### src/rtl/mem_pkg.sv
// Shared types and default widths for the memory access controller and its arbiter.
package mem_pkg;

    localparam int DEF_ADDR_W = 10;
    localparam int DEF_DATA_W = 16;

    typedef enum logic [1:0] {
        IDLE,
        ACCESS,
        RESP
    } state_t;

    typedef enum logic {
        REQ_IF,
        REQ_LS
    } req_id_t;

endpackage

### src/rtl/mem_arb2.sv
// Two-way requester arbiter: fixed load/store priority by default,
// round-robin between fetch and load/store when MEM_ARB_FAIR_EN is defined.
module mem_arb2
    import mem_pkg::*;
(
`ifdef MEM_ARB_FAIR_EN
    input  logic    clk,
    input  logic    reset,
    input  logic    accept,
`endif
    input  logic    if_valid,
    input  logic    ls_valid,
    output logic    grant_valid,
    output req_id_t grant_id
);

    assign grant_valid = if_valid | ls_valid;

`ifdef MEM_ARB_FAIR_EN
    req_id_t last_grant;

    always_ff @(posedge clk or negedge reset) begin
        if (!reset) begin
            last_grant <= REQ_IF;
        end else if (accept) begin
            last_grant <= grant_id;
        end
    end

    // On contention favour whichever side was not served by the previous handshake.
    always_comb begin
        grant_id = REQ_IF;
        if (if_valid && ls_valid) begin
            grant_id = (last_grant == REQ_IF) ? REQ_LS : REQ_IF;
        end else if (ls_valid) begin
            grant_id = REQ_LS;
        end
    end
`else
    always_comb begin
        grant_id = ls_valid ? REQ_LS : REQ_IF;
    end
`endif

endmodule

### src/rtl/mem_access_ctrl.sv
// Shares one single-port memory between instruction fetch and load/store,
// one access per three cycles. Optional round-robin arbitration: MEM_ARB_FAIR_EN.
module mem_access_ctrl
    import mem_pkg::*;
#(
    parameter int ADDR_W = DEF_ADDR_W,
    parameter int DATA_W = DEF_DATA_W
) (
    input  logic              clk,
    input  logic              reset,
    input  logic              if_req_valid,
    output logic              if_req_ready,
    input  logic [ADDR_W-1:0] if_addr,
    output logic              if_rsp_valid,
    output logic [DATA_W-1:0] if_rsp_data,
    input  logic              ls_req_valid,
    output logic              ls_req_ready,
    input  logic              ls_we,
    input  logic [ADDR_W-1:0] ls_addr,
    input  logic [DATA_W-1:0] ls_wdata,
    output logic              ls_rsp_valid,
    output logic [DATA_W-1:0] ls_rsp_data,
    output logic [ADDR_W-1:0] mem_addr,
    output logic              mem_we,
    output logic [DATA_W-1:0] mem_wdata,
    input  logic [DATA_W-1:0] mem_rdata
);

    state_t            state;
    state_t            next_state;
    logic              grant_valid;
    req_id_t           grant_id;
    logic              hs;
    req_id_t           lat_id;
    logic [ADDR_W-1:0] lat_addr;
    logic              lat_we;
    logic [DATA_W-1:0] lat_wdata;

    mem_arb2 u_arb (
`ifdef MEM_ARB_FAIR_EN
        .clk         (clk),
        .reset       (reset),
        .accept      (hs),
`endif
        .if_valid    (if_req_valid),
        .ls_valid    (ls_req_valid),
        .grant_valid (grant_valid),
        .grant_id    (grant_id)
    );

    assign hs = (state == IDLE) && grant_valid;

    always_ff @(posedge clk or negedge reset) begin
        if (!reset) begin
            state <= IDLE;
        end else begin
            state <= next_state;
        end
    end

    always_comb begin
        next_state = state;
        case (state)
            IDLE:    if (hs) next_state = ACCESS;
            ACCESS:  next_state = RESP;
            RESP:    next_state = IDLE;
            default: next_state = IDLE;
        endcase
    end

    // Request fields are frozen at the handshake so later input changes cannot disturb the access.
    always_ff @(posedge clk or negedge reset) begin
        if (!reset) begin
            lat_id      <= REQ_IF;
            lat_addr    <= '0;
            lat_we      <= 1'b0;
            lat_wdata   <= '0;
            if_rsp_data <= '0;
            ls_rsp_data <= '0;
        end else begin
            if (hs) begin
                lat_id    <= grant_id;
                lat_addr  <= (grant_id == REQ_LS) ? ls_addr : if_addr;
                lat_we    <= (grant_id == REQ_LS) ? ls_we : 1'b0;
                lat_wdata <= (grant_id == REQ_LS) ? ls_wdata : '0;
            end
            if (state == ACCESS) begin
                if (lat_id == REQ_LS) begin
                    ls_rsp_data <= lat_we ? '0 : mem_rdata;
                end else begin
                    if_rsp_data <= mem_rdata;
                end
            end
        end
    end

    // Ready is gated by reset so nothing appears granted while the block is held in reset.
    always_comb begin
        if_req_ready = 1'b0;
        ls_req_ready = 1'b0;
        if_rsp_valid = 1'b0;
        ls_rsp_valid = 1'b0;
        mem_addr     = '0;
        mem_we       = 1'b0;
        mem_wdata    = '0;
        case (state)
            IDLE: begin
                if_req_ready = reset && grant_valid && (grant_id == REQ_IF);
                ls_req_ready = reset && grant_valid && (grant_id == REQ_LS);
            end
            ACCESS: begin
                mem_addr  = lat_addr;
                mem_we    = lat_we;
                mem_wdata = lat_wdata;
            end
            RESP: begin
                if_rsp_valid = (lat_id == REQ_IF);
                ls_rsp_valid = (lat_id == REQ_LS);
            end
            default: ;
        endcase
    end

endmodule
### config.mk
export PLATFORM = sky130hd
export DESIGN_NAME = mem_access_ctrl
export DESIGN_NICKNAME = d
export VERILOG_FILES = /design/src/rtl/mem_pkg.sv /design/src/rtl/mem_arb2.sv /design/src/rtl/mem_access_ctrl.sv
export SDC_FILE = /design/constraint.sdc
export NUM_CORES = 1
export LEC_CHECK = 0
export CAP_MARGIN = 20
export CORE_MARGIN = 2
export CORE_UTILIZATION = 42
export CTS_CLUSTER_DIAMETER = 80
export DETAILED_ROUTE_END_ITERATION = 10
export HOLD_SLACK_MARGIN = 0.1
export PLACE_DENSITY = 0.8
export SLEW_MARGIN = 20
export SYNTH_ARGS = -nofsm -noshare
export SYNTH_HDL_FRONTEND = slang
export SYNTH_SLANG_ARGS = --single-unit
### constraint.sdc
create_clock -name clk -period 1.85 [get_ports clk]
set_input_delay 0.37 -clock clk [delete_from_list [all_inputs] [get_ports clk]]
set_output_delay 0.37 -clock clk [all_outputs]
set_load 0.02 [all_outputs]
### Word-level counts from Yosys, hierarchy flattened

Index checks and enable logic that the tools add are counted.

* input bits: 57
* output and inout port bits: 63
* bits in registers: 62

* eq/ne operators: 3
* bitwise logic cells: 3
* reduce and logical (&&, ||, !) cells: 7
* muxes and demuxes: 14

Operators by type and width (number)
* $mux W16: 3
* $mux W10: 2
* $mux W1: 7
* $logic_and A1 B1 Y1: 4
* $pmux W2 S2: 1
* $reduce_and A2 Y1: 2
* $eq A2 B1 Y1 const B: 1
* $eq A2 B2 Y1 const B: 1
* $logic_not A2 Y1: 1
* $mux W2: 1
* $ne A2 B2 Y1 const B: 1
* $not A1 Y1: 2
* $or A1 B1 Y1: 1

### Depth between registers and ports, before layout

* word-level depth: 4
* gate-level depth with buffers: 5
* depth with buffers taken out: 3

### Cells and area by module

Synthesis repeated with hierarchy kept, for this count alone.

* cell total of the unflattened synthesis: 232
* area, all modules: 2927.8 um^2

By module, submodules not included
* mem_access_ctrl: times used 1, sequential area each 1551.5 um^2, cells each 230, area an instance 2914.0 um^2
* mem_arb2: times used 1, sequential area each 0.0 um^2, cells each 2, area an instance 13.8 um^2

### Least setup slack after synthesis

No wires, ideal clock.

* path kind: register to output
* from: register state[1]
* to: output if_req_ready
* data arrival time: 1348 ps
* setup slack: 132 ps
* buffers on the path: 1
* stages on the path, launching flop included: 5
* cells stage by stage: dfrtp_1 nor2_1 o21ai_1 buf_2 nor3b_1

* cells in the longest elaborated chain, start to end: 2

RTL lines
* start: declaration: RTL line mem_access_ctrl.sv:29 `state_t state;`
* start signal: assignment: RTL line mem_access_ctrl.sv:57 `state <= next_state;`
* $logic_not A2 Y1: RTL line mem_access_ctrl.sv:106 `case (state)`
* $mux W1: RTL line mem_access_ctrl.sv:106
* end: declaration: RTL line mem_access_ctrl.sv:12 `output logic if_req_ready,`

No other way between the ends.

### Final worst setup path

* from: register state[1]
* to: output mem_wdata[14]

* cells in the longest elaborated chain, start to end: 2

RTL lines
* $eq A2 B1 Y1: RTL line mem_access_ctrl.sv:106
* $mux W16: RTL line mem_access_ctrl.sv:106
* end: declaration: RTL line mem_access_ctrl.sv:25 `output logic [DATA_W-1:0] mem_wdata,`

No other way between the ends.

==> impl_metrics.csv <==
group,metric,value,unit
worst_setup_path,critPathMostFrequentCell,"buf_6",
detailed_routing,drtIter0Drc,46,
synthesis,syn_area_per_cell,12.7,µm²
synthesis,synthMuxAreaShare,16.1,%
clock_tree,cts_buffers,9,
detailed_routing,first_pass_iters,4,
timing,fmax,535,MHz
cells_and_area,mostFrequentLayoutCells,"clkdlybuf4s50_1 (87), dfrtp_1 (62), buf_6 (29)",
detailed_routing,wire_per_inst,15.6,µm
timing,period_share,101,%
synthesis,ys_top_cells_by_area,"dfrtp_1 (56%), mux2_2 (9.8%), and2_1 (6.4%)",
timing,finalCriticalPeriod,1870,ps
timing,finalSetupTns,-118,ps
grt,grt_pass1_wl,11100,µm
floorplanning,io_pins,120,
synthesis,synth_simple_gate_area_share,14.7,%
synthesis,netlist.area_leader.share,56.4,%
grt,grt_overflow_total,0,
timing,finalHoldViolCount,0,
worst_setup_path,worstSetupEndpointType,"output port",
worst_setup_path,critPathLaunchType,"flip-flop",
synthesis,synth-compound-area-share,8.78,%
synthesis,yosys.area_share.xor_xnor,0,%
cells_and_area,drive_gt1_share,36.4,%
grt,grtUsageMet1,27.7,%
run_status,violations,"negative setup slack",
run_status,outcome,"complete, but fails checks",
grt,grtUsageTotal,19.6,%
worst_setup_path,worstSetupPathType,"flip-flop to output port",
clock_tree,insertion_delay,340,ps
power,p_per_area,1750,mW/mm²
cells_and_area,fin_cells,434,
grt,antenna_found_initial,0,
worst_setup_path,cp_slowest_stage_delay,400,ps
timing,worst_pin_slew,660,ps
worst_setup_path,cpLargestDelayFamily,"buffers and inverters",
placed_design,dp_hpwl,4580,µm
detailed_routing,wl,6780,µm
power,peakVddDrop,0.00120,V
synthesis,yosysUniqueCellTypes,23,
synthesis,seq_area_frac_synth,56.4,%
clock_tree,cts.clk_slew.worst_paths,70,ps
synthesis,synth_area,0.00275,mm²
synthesis,synth_adder_area_share,0,%
synthesis,syn_inst,217,
worst_setup_path,critical_path_arrival,1500,ps
grt,grt_max_degree,53,
timing,fin_skew,11.8,ps
worst_setup_path,path_buf_inv,4,
worst_setup_path,worst_ep_required_time,1480,ps
synthesis,yosysWarnings,0,
floorplanning,core_area,0.00635,mm²
floorplanning,die_area,0.00721,mm²
synthesis,syn-num-nets,274,
placed_design,io_buffers,119,
grt,grt_pass1_vias,2220,
detailed_routing,drc_errors,0,
timing,maxSlewViolCount,0,
clock_tree,cts.sinks,62,
clock_tree,cts-root-buf,"clkbuf_8",
placed_design,dp.cells,410,
timing,setup_viol,11,
floorplanning,dieWidth,84.9,µm
grt,use_met2,30.1,%
detailed_routing,viasPerCell,4.89,
worst_setup_path,crit_path_top_delay_cell,"dfrtp_1",
synthesis,synth_seq_cells,62,
grt,top_usage_layer,"met2",
detailed_routing,ant_nets,0,
floorplanning,rows,29,
synthesis,synth_top_area_cell,"dfrtp_1",
grt,met3_usage,4.28,%
worst_setup_path,crit_path_max_fanout,6,
timing,hold_ws,207,ps
synthesis,synth_top_family_by_area,"multiplexers",
cells_and_area,final_common_cell,"clkdlybuf4s50_1",
floorplanning,die_y,84.9,µm
placed_design,gp_congestion,0.792,
clock_tree,htreeDepth,3,
cells_and_area,area_growth,61.1,%
clock_tree,cts_tree,"yes",
timing,timing.final.ws_setup,-17.7,ps
placed_design,place_ws,-324,ps
timing,slew_headroom,56.0,%
detailed_routing,route.vias.total,2122,
worst_setup_path,crit_chain,"buf_6 -> nor2b_4 -> buf_12 -> clkbuf_16 -> and2_4 -> buf_6",
clock_tree,cts.path.max_buffers,2,
job,drv_cap,0,
floorplanning,initial_core_util,43.3,%
min_path,timing.hold.worst.class,"primary input to async pin",
power,p_leak,2.01,nW
timing,rsz0062_at_grt,"true",
cells_and_area,nets,409,
cells_and_area,n_antenna_cell,0,
[cell usage after synthesis, drive strengths merged]
library cell / count
dfrtp: 62
nand2: 16
and3b: 1
a22o: 17
clkbuf: 5
nor2: 1
inv: 1
a21o: 1
and3: 1
o21ai: 17
nand2b: 16
mux2: 36
nand3b: 1
nor2b: 2
nor3b: 2
and2: 28
buf: 10
[where the power goes]
part	internal [mW]	total [mW]	switching, mW
logic	2.40	4.28	1.88
clock network	0.487	1.04	0.552
registers	2.03	2.41	0.384
total	4.91	7.73	2.81
[state kept, by name, indices dropped and copies added (netlist names)]
| register | cells |
|---|---|
| if_rsp_data | 16 |
| ls_rsp_data | 16 |
| state | 2 |
| lat_wdata | 16 |
| lat_we | 1 |
| lat_addr | 10 |
| lat_id | 1 |
[final timing paths]
path	startpoint	endpoint	slack, ps	cells after the start
max in group asynchronous	reset	lat_addr[9]	1160	3
setup reg to reg	state[1]	if_rsp_data[4]	150	7
setup / recovery	state[1]	mem_wdata[14]	-20	6
hold reg to reg	ls_rsp_data[4]	ls_rsp_data[4]	480	2
hold / removal	reset	lat_wdata[10]	210	2
min in group clk	ls_rsp_data[4]	ls_rsp_data[4]	480	2
[cells by family after synthesis]
kind of cell	count (synthesis)
and+or+nand+nor	68
DFF	62
muxes	36
AOI/OAI and AO/OA	35
buffers and inverters	16
[layer usage]
| layer | wire [µm] | vias to the layer above |
|---|---|---|
| met5 | 0 | - |
| met4 | 61 | 0 |
| met3 | 419 | 5 |
| met2 | 3140 | 84 |
| met1 | 3160 | 1027 |
| li1 | - | 1006 |
[stage by stage]
stage	power, mW	instance area [µm²]	util, %
finish	7.73	4430	69.7
CTS	7.05	4110	64.7
detailed placement	6.19	4050	63.7
global route	8.21	4430	69.7
global placement	6.08	4050	63.7
floorplan	4.55	2750	-
[repair_timing]
item / in CTS / in global routing
pin swaps: 0 / 14
resized for setup: 119 / 91
endpoints found under the hold margin: 10 / 0
endpoints found under the setup margin: 31 / 31
gates cloned: 0 / 4
hold buffers: 1 / 0
setup buffers: 1 / 2
[cell type report]
type	instances	area, µm²
inverter	1	3.75
clock buffer	9	124
tap	77	96.3
sequential	62	1550
fill	470	1920
multi-input combinational	139	1160
clock inverter	7	50.0
timing repair buffer	139	1440
No activity file was read; power rests on OpenSTA's default activity.
